## config.mk

```make
export PLATFORM = sky130hd
export DESIGN_NAME = bin2bcd_seq
export DESIGN_NICKNAME = d
export VERILOG_FILES = /design/src/rtl/bin2bcd_seq_pkg.sv /design/src/rtl/bin2bcd_seq_digit_adj.sv /design/src/rtl/bin2bcd_seq.sv
export SDC_FILE = /design/constraint.sdc
export NUM_CORES = 1
export LEC_CHECK = 0
export CAP_MARGIN = 10
export CELL_PAD_IN_SITES_DETAIL_PLACEMENT = 0
export CELL_PAD_IN_SITES_GLOBAL_PLACEMENT = 2
export CORE_MARGIN = 1.5
export CORE_UTILIZATION = 35
export CTS_CLUSTER_DIAMETER = 150
export CTS_CLUSTER_SIZE = 10
export DETAILED_ROUTE_END_ITERATION = 8
export GPL_TIMING_DRIVEN = 0
export PLACE_DENSITY = 0.95
export SYNTH_ARGS = -nofsm -noshare
export SYNTH_HDL_FRONTEND = slang
export SYNTH_HIERARCHICAL = 1
export SYNTH_SLANG_ARGS = --single-unit
export TNS_END_PERCENT = 50
```

## constraint.sdc

```tcl
create_clock -name clk -period 4.7 [get_ports clk]
set_input_delay 1.175 -clock clk [delete_from_list [all_inputs] [get_ports clk]]
set_output_delay 1.175 -clock clk [all_outputs]
set_load 0.005 [all_outputs]
```

## src/rtl/bin2bcd_seq_pkg.sv

```systemverilog
// Shared definitions for the sequential binary-to-BCD converter.
//   state_t      : FSM state encoding (IDLE, CONV, FIN)
//   BCD_W        : width of one BCD digit
//   min_digits() : smallest digit count able to hold 2^bits - 1
package bin2bcd_seq_pkg;

   typedef enum logic [1:0] {
      ST_IDLE = 2'd0,
      ST_CONV = 2'd1,
      ST_FIN  = 2'd2
   } state_t;

   localparam int BCD_W = 4;

   // Smallest d with 10^d > 2^bits - 1.
   function automatic int min_digits(input int bits);
      longint unsigned limit;
      longint unsigned pow10;
      int              d;
      limit = (64'd1 << bits) - 64'd1;
      pow10 = 64'd10;
      d     = 1;
      while (pow10 <= limit) begin
         pow10 = pow10 * 64'd10;
         d++;
      end
      return d;
   endfunction

endpackage

```

## src/rtl/bin2bcd_seq_digit_adj.sv

```systemverilog
// One BCD digit correction cell for the shift-and-add-3 algorithm.
//   digit    : current 4-bit BCD digit
//   adjusted : digit + 3 when digit >= 5, otherwise digit unchanged
module bcd_digit_adj
(
   input  logic [3:0] digit,
   output logic [3:0] adjusted
);

   assign adjusted = (digit >= 4'd5) ? digit + 4'd3 : digit;

endmodule

```

## src/rtl/bin2bcd_seq.sv

```systemverilog
// Sequential binary-to-BCD converter, one input bit per clock.
//   clk, rst   : clock and synchronous active-high reset
//   BIN        : binary value, SIGNED selects two's complement interpretation
//   input_vld  : request; accepted only while idle (output_vld high)
//   BCD        : packed digits, units in [3:0]
//   NEG        : result is negative
//   BLANK      : leading-zero mask, bit 0 always 0
//   output_vld : idle and outputs hold a finished result
module bin2bcd_seq
   import bin2bcd_seq_pkg::*;
#(
   parameter int BITS   = 16,
   parameter int DIGITS = 5
)
(
   input  logic                    clk,
   input  logic                    rst,
   input  logic [BITS-1:0]         BIN,
   input  logic                    SIGNED,
   input  logic                    input_vld,
   output logic [BCD_W*DIGITS-1:0] BCD,
   output logic                    NEG,
   output logic [DIGITS-1:0]       BLANK,
   output logic                    output_vld
);

   localparam int CW = $clog2(BITS + 1);
   localparam int AW = BCD_W * DIGITS;

   generate
      if (DIGITS < min_digits(BITS)) begin : g_bad_digits
         $error("DIGITS too small to represent 2^BITS-1");
      end
   endgenerate

   state_t            state_reg;
   logic [CW-1:0]     cnt_reg;
   logic [BITS-1:0]   shift_reg;
   logic [AW-1:0]     acc_reg;
   logic              neg_reg;
   logic [AW-1:0]     bcd_reg;
   logic              neg_out_reg;
   logic [DIGITS-1:0] blank_reg;
   logic              vld_reg;

   logic [AW-1:0]     adj;
   logic [DIGITS-1:0] blank_next;
   logic [BITS-1:0]   mag;
   logic              top_carry_unused;

   genvar gi;
   generate
      for (gi = 0; gi < DIGITS; gi++) begin : g_adj
         bcd_digit_adj u_adj (
            .digit    (acc_reg[gi*BCD_W +: BCD_W]),
            .adjusted (adj[gi*BCD_W +: BCD_W])
         );
      end

      // Digit i is blanked when it and every more significant digit are zero.
      for (gi = 1; gi < DIGITS; gi++) begin : g_blank
         assign blank_next[gi] = ~|acc_reg[AW-1:gi*BCD_W];
      end
   endgenerate

   assign blank_next[0] = 1'b0;

   // The digit count guarantees the top digit never carries out.
   assign top_carry_unused = adj[AW-1];

   // Magnitude of a negative signed value; 2^(BITS-1) maps onto itself as unsigned.
   always_comb begin
      mag = BIN;
      if (SIGNED && BIN[BITS-1])
         mag = (~BIN) + {{(BITS-1){1'b0}}, 1'b1};
   end

   always_ff @(posedge clk) begin
      if (rst) begin
         state_reg   <= ST_IDLE;
         cnt_reg     <= '0;
         shift_reg   <= '0;
         acc_reg     <= '0;
         neg_reg     <= 1'b0;
         bcd_reg     <= '0;
         neg_out_reg <= 1'b0;
         blank_reg   <= ~DIGITS'(1);
         vld_reg     <= 1'b1;
      end else begin
         case (state_reg)
            ST_IDLE: begin
               if (input_vld) begin
                  shift_reg <= mag;
                  acc_reg   <= '0;
                  neg_reg   <= SIGNED & BIN[BITS-1];
                  cnt_reg   <= CW'(BITS);
                  vld_reg   <= 1'b0;
                  state_reg <= ST_CONV;
               end
            end
            ST_CONV: begin
               acc_reg   <= {adj[AW-2:0], shift_reg[BITS-1]};
               shift_reg <= shift_reg << 1;
               cnt_reg   <= cnt_reg - CW'(1);
               if (cnt_reg == CW'(1))
                  state_reg <= ST_FIN;
            end
            ST_FIN: begin
               bcd_reg     <= acc_reg;
               neg_out_reg <= neg_reg;
               blank_reg   <= blank_next;
               vld_reg     <= 1'b1;
               state_reg   <= ST_IDLE;
            end
            default: begin
               vld_reg   <= 1'b1;
               state_reg <= ST_IDLE;
            end
         endcase
      end
   end

   assign BCD        = bcd_reg;
   assign NEG        = neg_out_reg;
   assign BLANK      = blank_reg;
   assign output_vld = vld_reg;

endmodule

```

==> impl_metrics.ini <==
[route]
vias_per_cell = 5.16
drt-initial-drc-count = 150
dr.pass1.iters = 4
ant_nets = 0
via_count = 3093
drc = 0
totalWireLength_um = 8250
detail_route.wl_per_cell_um = 13.8

[global_routing]
first_global_vias = 2939
grt_usage_pct = 17.3
antenna_found_initial = 0
overflow = 0
grt_pass1_wl_um = 14000
grt_max_degree = 13

[cts]
htree_levels = 3
ctsLongestPathBuffers = 2
clock_sinks = 70
clk_pin_slew_ps = 80
tritoncts = built
cts-resized-gates = 0
postCtsSetupBuffers = 0
cts_root_buf = clkbuf_8
ctsHoldBuffers = 0
cts_buffers = 9
clk_latency_ps = 340

[layout]
nNetsFinal = 500
multi_input_area_sq_mm = 0.00185
areaGrowthSynthToFinish_pct = 23.6
fillers = 985
final_cell_area_sq_mm = 0.00423
seq_area_sq_mm = 0.00140
drive_gt1_share_pct = 6.37
n_antenna_cell = 0

[yosys]
avgSynthCellArea_sq_um = 8.32
synth_area_sq_mm = 0.00342
synthCells = 411
syn_nets = 444
yosysWarningCount = 6

[worst_setup_path]
critPathArrivalTime_ps = 3070
critPathMaxFanout = 10
end_kind = register
worstSetupStartpointType = input port
path_class = in -> reg
worstPathRequired_ps = 4970

[timing]
worst_clock_skew_ps = 11.9
fin_crit_ps = 2800
worst_pin_slew_ps = 795
slew_headroom_pct = 46.5
fin_tns_setup_ps = 0
hold_violations = 0
slew_viol_final = 0
setup_viol = 0
grt_setup_unrepaired = false
clock.fmax_mhz = 357
fin_crit_sh_pct = 59.6

[die]
io-pin-count = 47
die-area_sq_mm = 0.0104
die_w_um = 102
rows = 35
initial_core_util_pct = 36.5
die_h_um = 102
core_sq_mm = 0.00937

[pwr]
p_per_area_mw_per_mm2 = 296
leakagePower_nw = 1.54
ir_drop_mv = 0.140
power_mw = 1.25

[outcome]
outcome = completed

[min_path]
min_path_type = reg -> reg

[placed_design]
routabilityCongestion = 0.792
place_hpwl_um = 6000
place_area_sq_mm = 0.00403
io_buffers = 45

[job]
cap_violations = 0
-- where the power goes --
group	internal [mW]	switching, mW	leakage [nW]
Sequential	0.612	0.0112	0.568
Clock	0.258	0.234	0.0948
Combinational	0.0583	0.0792	0.874
-- final cells by class --
type	instances	area share [%]
multi-input cells	300	43.8
flip-flops and latches	70	33.1
repair buffers	45	10.7
well taps	129	3.82
clock buffers	10	3.25
plain buffers	24	2.46
inverters	17	1.51
clock inverters	5	1.39
-- layer usage --
metal / GRT usage [%] / vias up / share of wire, %
met2: 27.7 / 57 / 46
met4: 5.69 / 0 / 0.88
met3: 4.51 / 6 / 4.2
li1: - / 1565 / -
met5: 0 / - / 0
met1: 22.9 / 1465 / 49
-- worst paths after layout --
path                startpoint     endpoint  slack [ps]  cells past startpoint
setup / recovery     input_vld  acc_reg[13]        1900                      5
hold / removal         BCD[16]      BCD[16]         450                      2
setup reg to reg  state_reg[0]  acc_reg[13]        2780                      5
hold reg to reg        BCD[16]      BCD[16]         450                      2
-- through the flow --
step | cells | hold slack [ps] | setup slack (ps) | utilization, %
finish | 600 | 455 | 1900 | 45.1
global route | 600 | 474 | 1750 | 45.1
CTS | 600 | 459 | 1900 | 45.1
detailed placement | 585 | 444 | 1550 | 43.0
global placement | 585 | 443 | 1590 | 43.0
floorplan | 411 | 432 | 2260 | -
-- critical path: stages --
cell	delay, ps
clkdlybuf4s50_1	470
o21bai_2	460
and2_0	330
clkbuf_1	430
a22o_1	210
-- cell usage in the layout, fill, tap and decap left out, types with 10 or more instances in the layout --
cell,count
clkdlybuf4s50_1,45
clkbuf_8,10
inv_1,17
xnor2_1,11
nand2b_1,12
nor2_1,18
nand2_1,75
dfxtp_1,70
a21oi_1,39
a22o_1,20
ha_1,13
clkbuf_1,19
(Power assumes the default switching activity.)
